`config.mk`:
```
export PLATFORM = sky130hd
export DESIGN_NAME = uart_rx_deframer
export DESIGN_NICKNAME = d
export VERILOG_FILES = /design/src/rtl/uart_rx_deframer.sv
export SDC_FILE = /design/constraint.sdc
export NUM_CORES = 1
export LEC_CHECK = 0
export BUFFER_PORTS_ARGS = -buffer_cell sky130_fd_sc_hd__buf_2
export CELL_PAD_IN_SITES_DETAIL_PLACEMENT = 2
export CELL_PAD_IN_SITES_GLOBAL_PLACEMENT = 2
export CORE_UTILIZATION = 40
export CTS_CLUSTER_DIAMETER = 80
export DETAILED_ROUTE_END_ITERATION = 7
export PLACE_DENSITY = 0.78
export RECOVER_POWER = 25
export SYNTH_ARGS = -nofsm -noshare
export SYNTH_HDL_FRONTEND = slang
export SYNTH_SLANG_ARGS = --single-unit
export TNS_END_PERCENT = 20
```
`constraint.sdc`:
```
create_clock -name i_clk -period 5 [get_ports i_clk]
set_clock_uncertainty 0.2 [all_clocks]
set_input_delay 1.5 -clock i_clk [delete_from_list [all_inputs] [get_ports i_clk]]
set_output_delay 1.5 -clock i_clk [all_outputs]
set_load 0.02 [all_outputs]
```
`src/rtl/uart_rx_deframer.sv`:
```
// UART receive front end: synchronizes i_rx, deframes 1-start/N-data/1-stop frames into a one-entry holding register.
// Byte appears at the stop-sample edge; a full register raises o_rts_n and a byte completing into it is dropped with o_overrun.
module uart_rx_deframer #(
  parameter int BaudRate             = 9600,
  parameter int SystemClockFrequency = 156250000,
  parameter int DataSize             = 8
) (
  input  logic                i_clk,
  input  logic                i_rst,
  input  logic                i_rx,
  output logic [DataSize-1:0] o_rx_data,
  output logic                o_rx_valid,
  input  logic                i_rx_ready,
  output logic                o_rts_n,
  output logic                o_frame_err,
  output logic                o_overrun
);

  localparam int ClksPerBit = SystemClockFrequency / BaudRate;
  localparam int HalfBit    = ClksPerBit / 2;
  localparam int CntW       = (ClksPerBit > 2) ? $clog2(ClksPerBit) : 2;
  localparam int IdxW       = (DataSize > 1) ? $clog2(DataSize) : 1;

  localparam logic [CntW-1:0] CntBitEnd  = CntW'(ClksPerBit - 1);
  localparam logic [CntW-1:0] CntHalfEnd = CntW'(HalfBit - 1);
  localparam logic [IdxW-1:0] IdxLast    = IdxW'(DataSize - 1);

  generate
    if (ClksPerBit < 4) begin : g_bad_baud
      $error("uart_rx_deframer: SystemClockFrequency/BaudRate must be at least 4");
    end
  endgenerate

  typedef enum logic [2:0] {
    S_IDLE,
    S_START,
    S_DATA,
    S_STOP,
    S_BREAK
  } state_t;

  logic                r_sync1;
  logic                r_sync2;
  logic                w_rx_s;

  state_t              r_state;
  state_t              w_state_nxt;
  logic [CntW-1:0]     r_cnt;
  logic [CntW-1:0]     w_cnt_nxt;
  logic [IdxW-1:0]     r_idx;
  logic [IdxW-1:0]     w_idx_nxt;
  logic [DataSize-1:0] r_shift;
  logic [DataSize-1:0] w_shift_nxt;
  logic                w_bit_end;
  logic                w_deliver;
  logic                w_stop_bad;

  logic [DataSize-1:0] r_rx_data;
  logic                r_rx_valid;
  logic                r_rts_n;
  logic                r_frame_err;
  logic                r_overrun;
  logic                w_xfer;
  logic                w_load;
  logic                w_valid_nxt;
  logic                w_drop;

  always_ff @(posedge i_clk or posedge i_rst) begin
    if (i_rst) begin
      r_sync1 <= 1'b1;
      r_sync2 <= 1'b1;
    end else begin
      r_sync1 <= i_rx;
      r_sync2 <= r_sync1;
    end
  end

  assign w_rx_s = r_sync2;

  always_ff @(posedge i_clk or posedge i_rst) begin
    if (i_rst) begin
      r_state <= S_IDLE;
      r_cnt   <= '0;
      r_idx   <= '0;
      r_shift <= '0;
    end else begin
      r_state <= w_state_nxt;
      r_cnt   <= w_cnt_nxt;
      r_idx   <= w_idx_nxt;
      r_shift <= w_shift_nxt;
    end
  end

  assign w_bit_end = (r_cnt == CntBitEnd);

  always_comb begin
    w_state_nxt = r_state;
    w_cnt_nxt   = r_cnt;
    w_idx_nxt   = r_idx;
    w_shift_nxt = r_shift;
    w_deliver   = 1'b0;
    w_stop_bad  = 1'b0;
    case (r_state)
      S_IDLE: begin
        if (!w_rx_s) begin
          w_state_nxt = S_START;
          w_cnt_nxt   = '0;
        end
      end
      S_START: begin
        if (r_cnt == CntHalfEnd) begin
          w_cnt_nxt = '0;
          w_idx_nxt = '0;
          // A start bit that is high again at mid-bit was a glitch.
          w_state_nxt = w_rx_s ? S_IDLE : S_DATA;
        end else begin
          w_cnt_nxt = r_cnt + CntW'(1);
        end
      end
      S_DATA: begin
        if (w_bit_end) begin
          w_shift_nxt                = r_shift >> 1;
          w_shift_nxt[DataSize-1]    = w_rx_s;
          w_cnt_nxt                  = '0;
          if (r_idx == IdxLast) begin
            w_idx_nxt   = '0;
            w_state_nxt = S_STOP;
          end else begin
            w_idx_nxt = r_idx + IdxW'(1);
          end
        end else begin
          w_cnt_nxt = r_cnt + CntW'(1);
        end
      end
      S_STOP: begin
        if (w_bit_end) begin
          w_cnt_nxt = '0;
          if (w_rx_s) begin
            w_deliver   = 1'b1;
            w_state_nxt = S_IDLE;
          end else begin
            w_stop_bad  = 1'b1;
            w_state_nxt = S_BREAK;
          end
        end else begin
          w_cnt_nxt = r_cnt + CntW'(1);
        end
      end
      S_BREAK: begin
        // Wait for the line to return high so a held-low line cannot retrigger.
        if (w_rx_s) begin
          w_state_nxt = S_IDLE;
        end
      end
      default: begin
        w_state_nxt = S_IDLE;
        w_cnt_nxt   = '0;
        w_idx_nxt   = '0;
      end
    endcase
  end

  assign w_xfer      = r_rx_valid & i_rx_ready;
  assign w_load      = w_deliver & (~r_rx_valid | w_xfer);
  assign w_drop      = w_deliver & r_rx_valid & ~w_xfer;
  assign w_valid_nxt = w_load | (r_rx_valid & ~w_xfer);

  always_ff @(posedge i_clk or posedge i_rst) begin
    if (i_rst) begin
      r_rx_data   <= '0;
      r_rx_valid  <= 1'b0;
      r_rts_n     <= 1'b1;
      r_frame_err <= 1'b0;
      r_overrun   <= 1'b0;
    end else begin
      if (w_load) begin
        r_rx_data <= r_shift;
      end
      r_rx_valid  <= w_valid_nxt;
      r_rts_n     <= w_valid_nxt;
      r_frame_err <= w_stop_bad;
      r_overrun   <= w_drop;
    end
  end

  assign o_rx_data   = r_rx_data;
  assign o_rx_valid  = r_rx_valid;
  assign o_rts_n     = r_rts_n;
  assign o_frame_err = r_frame_err;
  assign o_overrun   = r_overrun;

endmodule
```
==> impl_metrics.env, run 1 <==
export IMPL_design_die_area_um2=5660
export IMPL_drtIter0Drc=88
export IMPL_detailedRoute_firstPassIterationCount=4
export IMPL_fin_ws_ps=1800
export IMPL_ys_seq_elements=42
export IMPL_synthesis_yosys_warnings=0
export IMPL_detailroute_via_count=1553
export IMPL_die_y_um=75.2
export IMPL_syn_area_per_cell_um2=11.5
export IMPL_max_stage_delay_ps=950
export IMPL_first_global_vias=1708
export IMPL_num_io_pins=16
export IMPL_clk_pin_slew_ps=80
export IMPL_setup_total_negative_slack_ps=0
export IMPL_mappedNetlistArea_um2=2150
export IMPL_netlist_instances=187
export IMPL_final_period_util_pct=64.1
export IMPL_required_time_worst_endpoint_ps=4980
export IMPL_cts_max_path_buffers=2
export IMPL_setup_reg_to_reg_worst_slack_ps=1800
export IMPL_core_region_area_um2=5140
export IMPL_reg2reg_from="r_cnt[1]"
export IMPL_fill_cells=563
export IMPL_critical_path_n_buffers_inverters=1
export IMPL_antenna_nets_post_route=0
export IMPL_startpoint_of_the_lowest_slack_hold_path="r_sync1"
export IMPL_layout_drive_gt1_share_pct=25.5
export IMPL_outcome="complete, no violations"
export IMPL_chipWidth_um=75.2
export IMPL_wl_um=5270
export IMPL_numCtsBuffers=5
export IMPL_synth_main_ff_cell="dfrtp_1"
export IMPL_p_per_area_nw_per_um2=268
export IMPL_grt_met2_usage_pct=35.0
export IMPL_area_delta_synth_final_pct=7.70
export IMPL_yosys_top_cells_area="dfrtp_1 (45%), mux2_2 (8.4%), o21ai_0 (3.7%)"
export IMPL_remaining_drc_errors=0
export IMPL_rsz0062_at_grt="no"
export IMPL_grt_busiest_layer="met2"
export IMPL_cpLargestDelayFamily="simple AND/OR/NAND/NOR gates"
export IMPL_timing_critical_path_cells="inv_1, ha_1, nor4bb_1, a211oi_1, nor3_1, mux2_2"
export IMPL_number_of_non_filler_instances_in_the_completed_layout=274
export IMPL_detailedPlace_worstSlack_ps=2010
export IMPL_critical_path_class="register to register"
export IMPL_worst_hold_path_type="register to register"
export IMPL_setup_violations=0
export IMPL_power_total_uw=619
export IMPL_gp_routability_congestion=0.803
export IMPL_global_route_usage_total_pct=21.7
export IMPL_grt_antenna_before_repair=0
export IMPL_avgRoutedWirePerCell_um=19.2
export IMPL_clk_latency_ps=300
export IMPL_placed_cells=266
export IMPL_placement_io_buffers=15
export IMPL_global_route_wire_length_before_repair_um=8920
export IMPL_endpoint_kind="register"
export IMPL_met3_usage_pct=4.15
export IMPL_starting_density_of_the_core_pct=41.7
export IMPL_yosys_cell_count_top_type="dfrtp_1"
export IMPL_maxSlewViolCount=0
export IMPL_cts_setup_buffers=0
export IMPL_slew_limit_headroom_pct=23.6
export IMPL_synth_enable_flop_cells=0
export IMPL_finalHoldViolCount=0
export IMPL_synth_cells_most_frequent="dfrtp_1 (39), mux2_2 (16), o21ai_0 (16), nand2_1 (13)"
export IMPL_clkSinkCount=42
export IMPL_crit_path_top_delay_cell="nor3_1"
export IMPL_worstPathMaxFanout=9
export IMPL_grt_overflow_total=0
export IMPL_n_antenna_cell=0
export IMPL_max_freq_mhz=312
export IMPL_cts_htree_levels=2
export IMPL_cts_tree="done"
export IMPL_synth_async_reset_ratio_pct=100
export IMPL_met1_usage_pct=29.9
export IMPL_post_cts_gate_resize_count=0
export IMPL_clockRootBuffer="clkbuf_8"
export IMPL_post_dp_hpwl_um=3970
export IMPL_grt_max_degree=31
export IMPL_final_min_clock_period_ps=3200
export IMPL_cap_viol_max_count=0
export IMPL_cts_hold_repair_buffers=0
export IMPL_placementRows=26
export IMPL_crit_startpoint="r_cnt[1]"
export IMPL_timing_worst_slew_pin_value_ps=1140
export IMPL_final_net_count=211
export IMPL_arrival_ps=3190
export IMPL_synth_largest_type_area_fraction_pct=45.5
export IMPL_p_leak_nw=1.03
export IMPL_vdd_drop_max_uv=117
export IMPL_crit_path_launch_type="register"
export IMPL_distinct_cell_type_count_of_the_synthesized_netlist=50
export IMPL_synth_yosys_seq_area_share_pct=49.2
export IMPL_postSynthNetCount=195
export IMPL_synth_area_leader_cell="dfrtp_1"
export IMPL_detail_route_vias_per_cell=5.67
-- layer usage --
metal	up-vias	routed length (µm)
met5	-	0
met3	8	117
met2	17	2500
met4	0	69
met1	802	2580
li1	726	-
-- registers in the layout (all words and copies together) (netlist names), 3 cells and up --
register / count
r_shift: 8
o_rx_data: 8
r_cnt: 14
r_state: 3
r_idx: 3
-- placed cells by master (no fill, tap or decap), types with 3 or more instances in the layout --
| cell type | Yosys | layout |
|---|---|---|
| dfrtp_1 | 39 | 39 |
| o21ai_0 | 16 | 16 |
| mux2_2 | 16 | 16 |
| buf_2 | 5 | 15 |
| nand2_1 | 13 | 13 |
| nor3_1 | 7 | 8 |
| inv_1 | 7 | 7 |
| nor2_1 | 6 | 6 |
| o31ai_1 | 6 | 6 |
| nor4_1 | 4 | 5 |
| nand3_1 | 5 | 5 |
| nand4_1 | 5 | 5 |
| clkbuf_8 | 0 | 5 |
| or2_2 | 4 | 4 |
| a21oi_1 | 4 | 4 |
| ha_1 | 4 | 4 |
| o21bai_1 | 3 | 3 |
| dfstp_2 | 3 | 3 |
-- cell type report --
cell class                      count  area [µm²]  area share (%)
Clock buffer                        6        72.6            3.14
Clock inverter                      2        37.5            1.62
Inverter                            7        26.3            1.14
Multi-Input combinational cell    131         950            41.1
Sequential cell                    42        1050            45.6
Tap cell                           70        87.6            3.79
Timing Repair Buffer               16        82.6            3.57
-- logic make-up (layout without fill, tap and decap cells) --
group	after synthesis	count (layout)	share of synthesized area, %
AOI/OAI and AO/OA	47	47	15.4
adders and majority gates	4	4	2.33
xor gates and xnor gates	3	3	1.22
buffers and inverters	14	31	2.80
and+or+nand+nor	58	58	19.2
muxes	19	19	9.85
DFF	42	42	49.2
-- through the flow --
stage	hold WS (ps)	cell area (µm²)	utilization [%]
global route	166	2310	45.0
detailed placement	151	2280	44.4
finish	161	2310	45.0
global placement	148	2280	44.4
CTS	163	2390	46.5
floorplan	145	2150	-
-- worst paths after layout --
path,to,cells after the start
setup / recovery,r_state[0],6
hold / removal,r_sync2,0
setup reg to reg,r_state[0],6
hold reg to reg,r_sync2,0
max in group asynchronous,r_sync2,3
min in group asynchronous,r_idx[0],2
-- power by group --
group	internal, mW	switching (mW)	leakage [nW]	total (mW)
sequential	0.341	0.00109	0.561	0.342
clock	0.149	0.118	0.0514	0.267
combinational	0.00186	0.00800	0.420	0.00987
Note: power is estimated with default switching activity, not from simulation.
==> inputs of run 2 (changes only) <==
--- a/config.mk
+++ b/config.mk
@@ -8,10 +8,10 @@
 export BUFFER_PORTS_ARGS = -buffer_cell sky130_fd_sc_hd__buf_2
 export CELL_PAD_IN_SITES_DETAIL_PLACEMENT = 2
 export CELL_PAD_IN_SITES_GLOBAL_PLACEMENT = 2
-export CORE_UTILIZATION = 40
+export CORE_UTILIZATION = 36
 export CTS_CLUSTER_DIAMETER = 80
 export DETAILED_ROUTE_END_ITERATION = 7
-export PLACE_DENSITY = 0.78
+export PLACE_DENSITY = 0.74
 export RECOVER_POWER = 25
 export SYNTH_ARGS = -nofsm -noshare
 export SYNTH_HDL_FRONTEND = slang
==> constraint.sdc (replaced) <==
create_clock -name i_clk -period 2.55 [get_ports i_clk]
set_clock_uncertainty 0.2 [all_clocks]
set_input_delay 0.765 -clock i_clk [delete_from_list [all_inputs] [get_ports i_clk]]
set_output_delay 0.765 -clock i_clk [all_outputs]
set_load 0.02 [all_outputs]
==> run 2 against run 1 <==
Compared with the run above: die area up 11%; cell area up 4.9%; wire length up 2.6%; non-clock buffer count grew 4; via count increased by 3.1%; flip-flop and latch count unchanged; core utilization decreased by 2.0 points; combinational power increased by 100%; setup slack worse by 1500 ps; clock power is 100% higher; hold slack gained 6.2 ps; sequential share of layout area down 2.1 points; largest cell class unchanged.
==> impl_metrics.env, run 2 (same netlist as run 1, synthesis figures left out) <==
export IMPL_max_freq_mhz=444
export IMPL_n_antenna_cell=0
export IMPL_wl_um=5410
export IMPL_crit_path_launch_type="register"
export IMPL_rsz0062_at_grt="no"
export IMPL_maxSlewViolCount=0
export IMPL_critical_path_class="register to register"
export IMPL_met3WireLength_um=169
export IMPL_final_min_clock_period_ps=2250
export IMPL_antenna_nets_post_route=0
export IMPL_cts_max_path_buffers=2
export IMPL_arrival_ps=2240
export IMPL_gp_routability_congestion=0.798
export IMPL_avgRoutedWirePerCell_um=19.3
export IMPL_grt_overflow_total=0
export IMPL_swShare_pct=21.7
export IMPL_detail_route_wirelength_met1_um=2360
export IMPL_largest_register="r_cnt"
export IMPL_routed_top_layer="met4"
export IMPL_grt_max_degree=43
export IMPL_cts_htree_levels=2
export IMPL_vdd_drop_max_uv=283
export IMPL_die_y_um=79.2
export IMPL_cts_tree="done"
export IMPL_placementRows=27
export IMPL_cap_viol_max_count=0
export IMPL_slew_limit_headroom_pct=30.0
export IMPL_cts_hold_repair_buffers=0
export IMPL_starting_density_of_the_core_pct=38.0
export IMPL_timing_critical_path_cells="and4bb_2, and2_1, nor3b_4, mux2_2"
export IMPL_detailedPlace_worstSlack_ps=247
export IMPL_crit_path_top_delay_cell="nor3b_4"
export IMPL_setup_total_negative_slack_ps=0
export IMPL_switchingPower_uw=267
export IMPL_area_delta_synth_final_pct=13.0
export IMPL_grt_antenna_before_repair=0
export IMPL_max_stage_delay_ps=480
export IMPL_final_cell_mix="dfrtp_1 (39), o21ai_0 (16), mux2_2 (16)"
export IMPL_cts_setup_buffers=0
export IMPL_core_region_area_um2=5640
export IMPL_global_route_wire_length_before_repair_um=9430
export IMPL_worstPathMaxFanout=9
export IMPL_global_route_usage_total_pct=20.2
export IMPL_p_per_area_nw_per_um2=508
export IMPL_chipWidth_um=79.2
export IMPL_final_net_count=215
export IMPL_clk_latency_ps=300
export IMPL_detailedRoute_firstPassIterationCount=4
export IMPL_clockRootBuffer="clkbuf_8"
export IMPL_remaining_drc_errors=0
export IMPL_first_global_vias=1803
export IMPL_num_io_pins=16
export IMPL_drtIter0Drc=55
export IMPL_placement_io_buffers=15
export IMPL_p_leak_nw=1.08
export IMPL_mostFrequentLayoutCell="dfrtp_1"
export IMPL_post_dp_hpwl_um=3920
export IMPL_layout_drive_gt1_share_pct=30.3
export IMPL_detailroute_via_count=1601
export IMPL_power_clock_fraction_pct=44.0
export IMPL_required_time_worst_endpoint_ps=2540
export IMPL_clk_pin_slew_ps=90
export IMPL_post_cts_gate_resize_count=0
export IMPL_setup_violations=0
export IMPL_outcome="complete, no violations"
export IMPL_finalHoldViolCount=0
export IMPL_design_die_area_um2=6270
export IMPL_worst_hold_path_type="register to register"
export IMPL_largest_reg_flops=14
export IMPL_power_share_combinational_pct=1.6
export IMPL_final_period_util_pct=88.3
export IMPL_clkSinkCount=42
export IMPL_setup_reg_to_reg_worst_slack_ps=300
export IMPL_fin_ws_ps=300
export IMPL_power_total_mw=1.23
export IMPL_numCtsBuffers=5
export IMPL_detail_route_vias_per_cell=5.72
export IMPL_timing_worst_slew_pin_value_ps=1050
export IMPL_relative_contribution_of_sequential_cells_to_total_power_pct=54.4
export IMPL_met2WireLength_um=2800
export IMPL_endpoint_kind="register"
export IMPL_p_int_uw=965
## run 2: cell types whose count changed in the layout (fill, tap and decap cells not counted), sizes merged
cell / delta
buf: +3
clkinv: +1
clkinvlp: -1
inv: +1
## run 2: final cells by class
type | count | area [µm²]
Clock buffer | 5 | 68.8
Sequential cell | 42 | 1050
Clock inverter | 3 | 43.8
Inverter | 7 | 26.3
Timing Repair Buffer | 20 | 110
Multi-Input combinational cell | 131 | 1030
Fill cell | 595 | 3220
Tap cell | 72 | 90.1
## run 2: routing by layer
| metal | GRT usage, % | up-vias |
|---|---|---|
| li1 | - | 739 |
| met1 | 24.7 | 832 |
| met2 | 35.0 | 22 |
| met3 | 5.29 | 8 |
| met4 | 5.45 | 0 |
| met5 | 0 | - |
## run 2: power by group through the flow
stage | Combinational [mW] | Clock (mW) | Sequential (mW)
6_report | 0.0197 | 0.542 | 0.670
2_1_floorplan | 0.0141 | 0 | 0.682
4_1_cts | 0.0218 | 0.565 | 0.670
3_3_place_gp | 0.0205 | 0 | 0.684
3_5_place_dp | 0.0216 | 0 | 0.683
5_1_grt | 0.0234 | 0.590 | 0.671
## run 2: critical path: cells and delay by family, from the launching register on
kind | cells | cell delay, ps
and+or+nand+nor | 3 | 1060
DFF | 1 | 470
muxes | 1 | 400
## run 2: through the flow
| stage | cells | util (%) | area, µm² | hold WS [ps] |
|---|---|---|---|---|
| 2_1_floorplan | 187 | - | 2150 | 145 |
| 3_3_place_gp | 272 | 41.0 | 2310 | 149 |
| 3_5_place_dp | 272 | 41.0 | 2310 | 155 |
| 4_1_cts | 280 | 43.0 | 2430 | 169 |
| 5_1_grt | 280 | 43.0 | 2420 | 169 |
| 6_report | 280 | 43.0 | 2420 | 167 |
## run 2: worst paths after layout
check | from | to | depth (start not counted)
max | r_cnt[5] | r_shift[4] | 4
min in group asynchronous | i_rst | o_rx_valid | 3
max reg2reg | r_cnt[5] | r_shift[4] | 4
min | r_sync1 | r_sync2 | 0
min reg2reg | r_sync1 | r_sync2 | 0
max in group asynchronous | i_rst | r_cnt[12] | 3
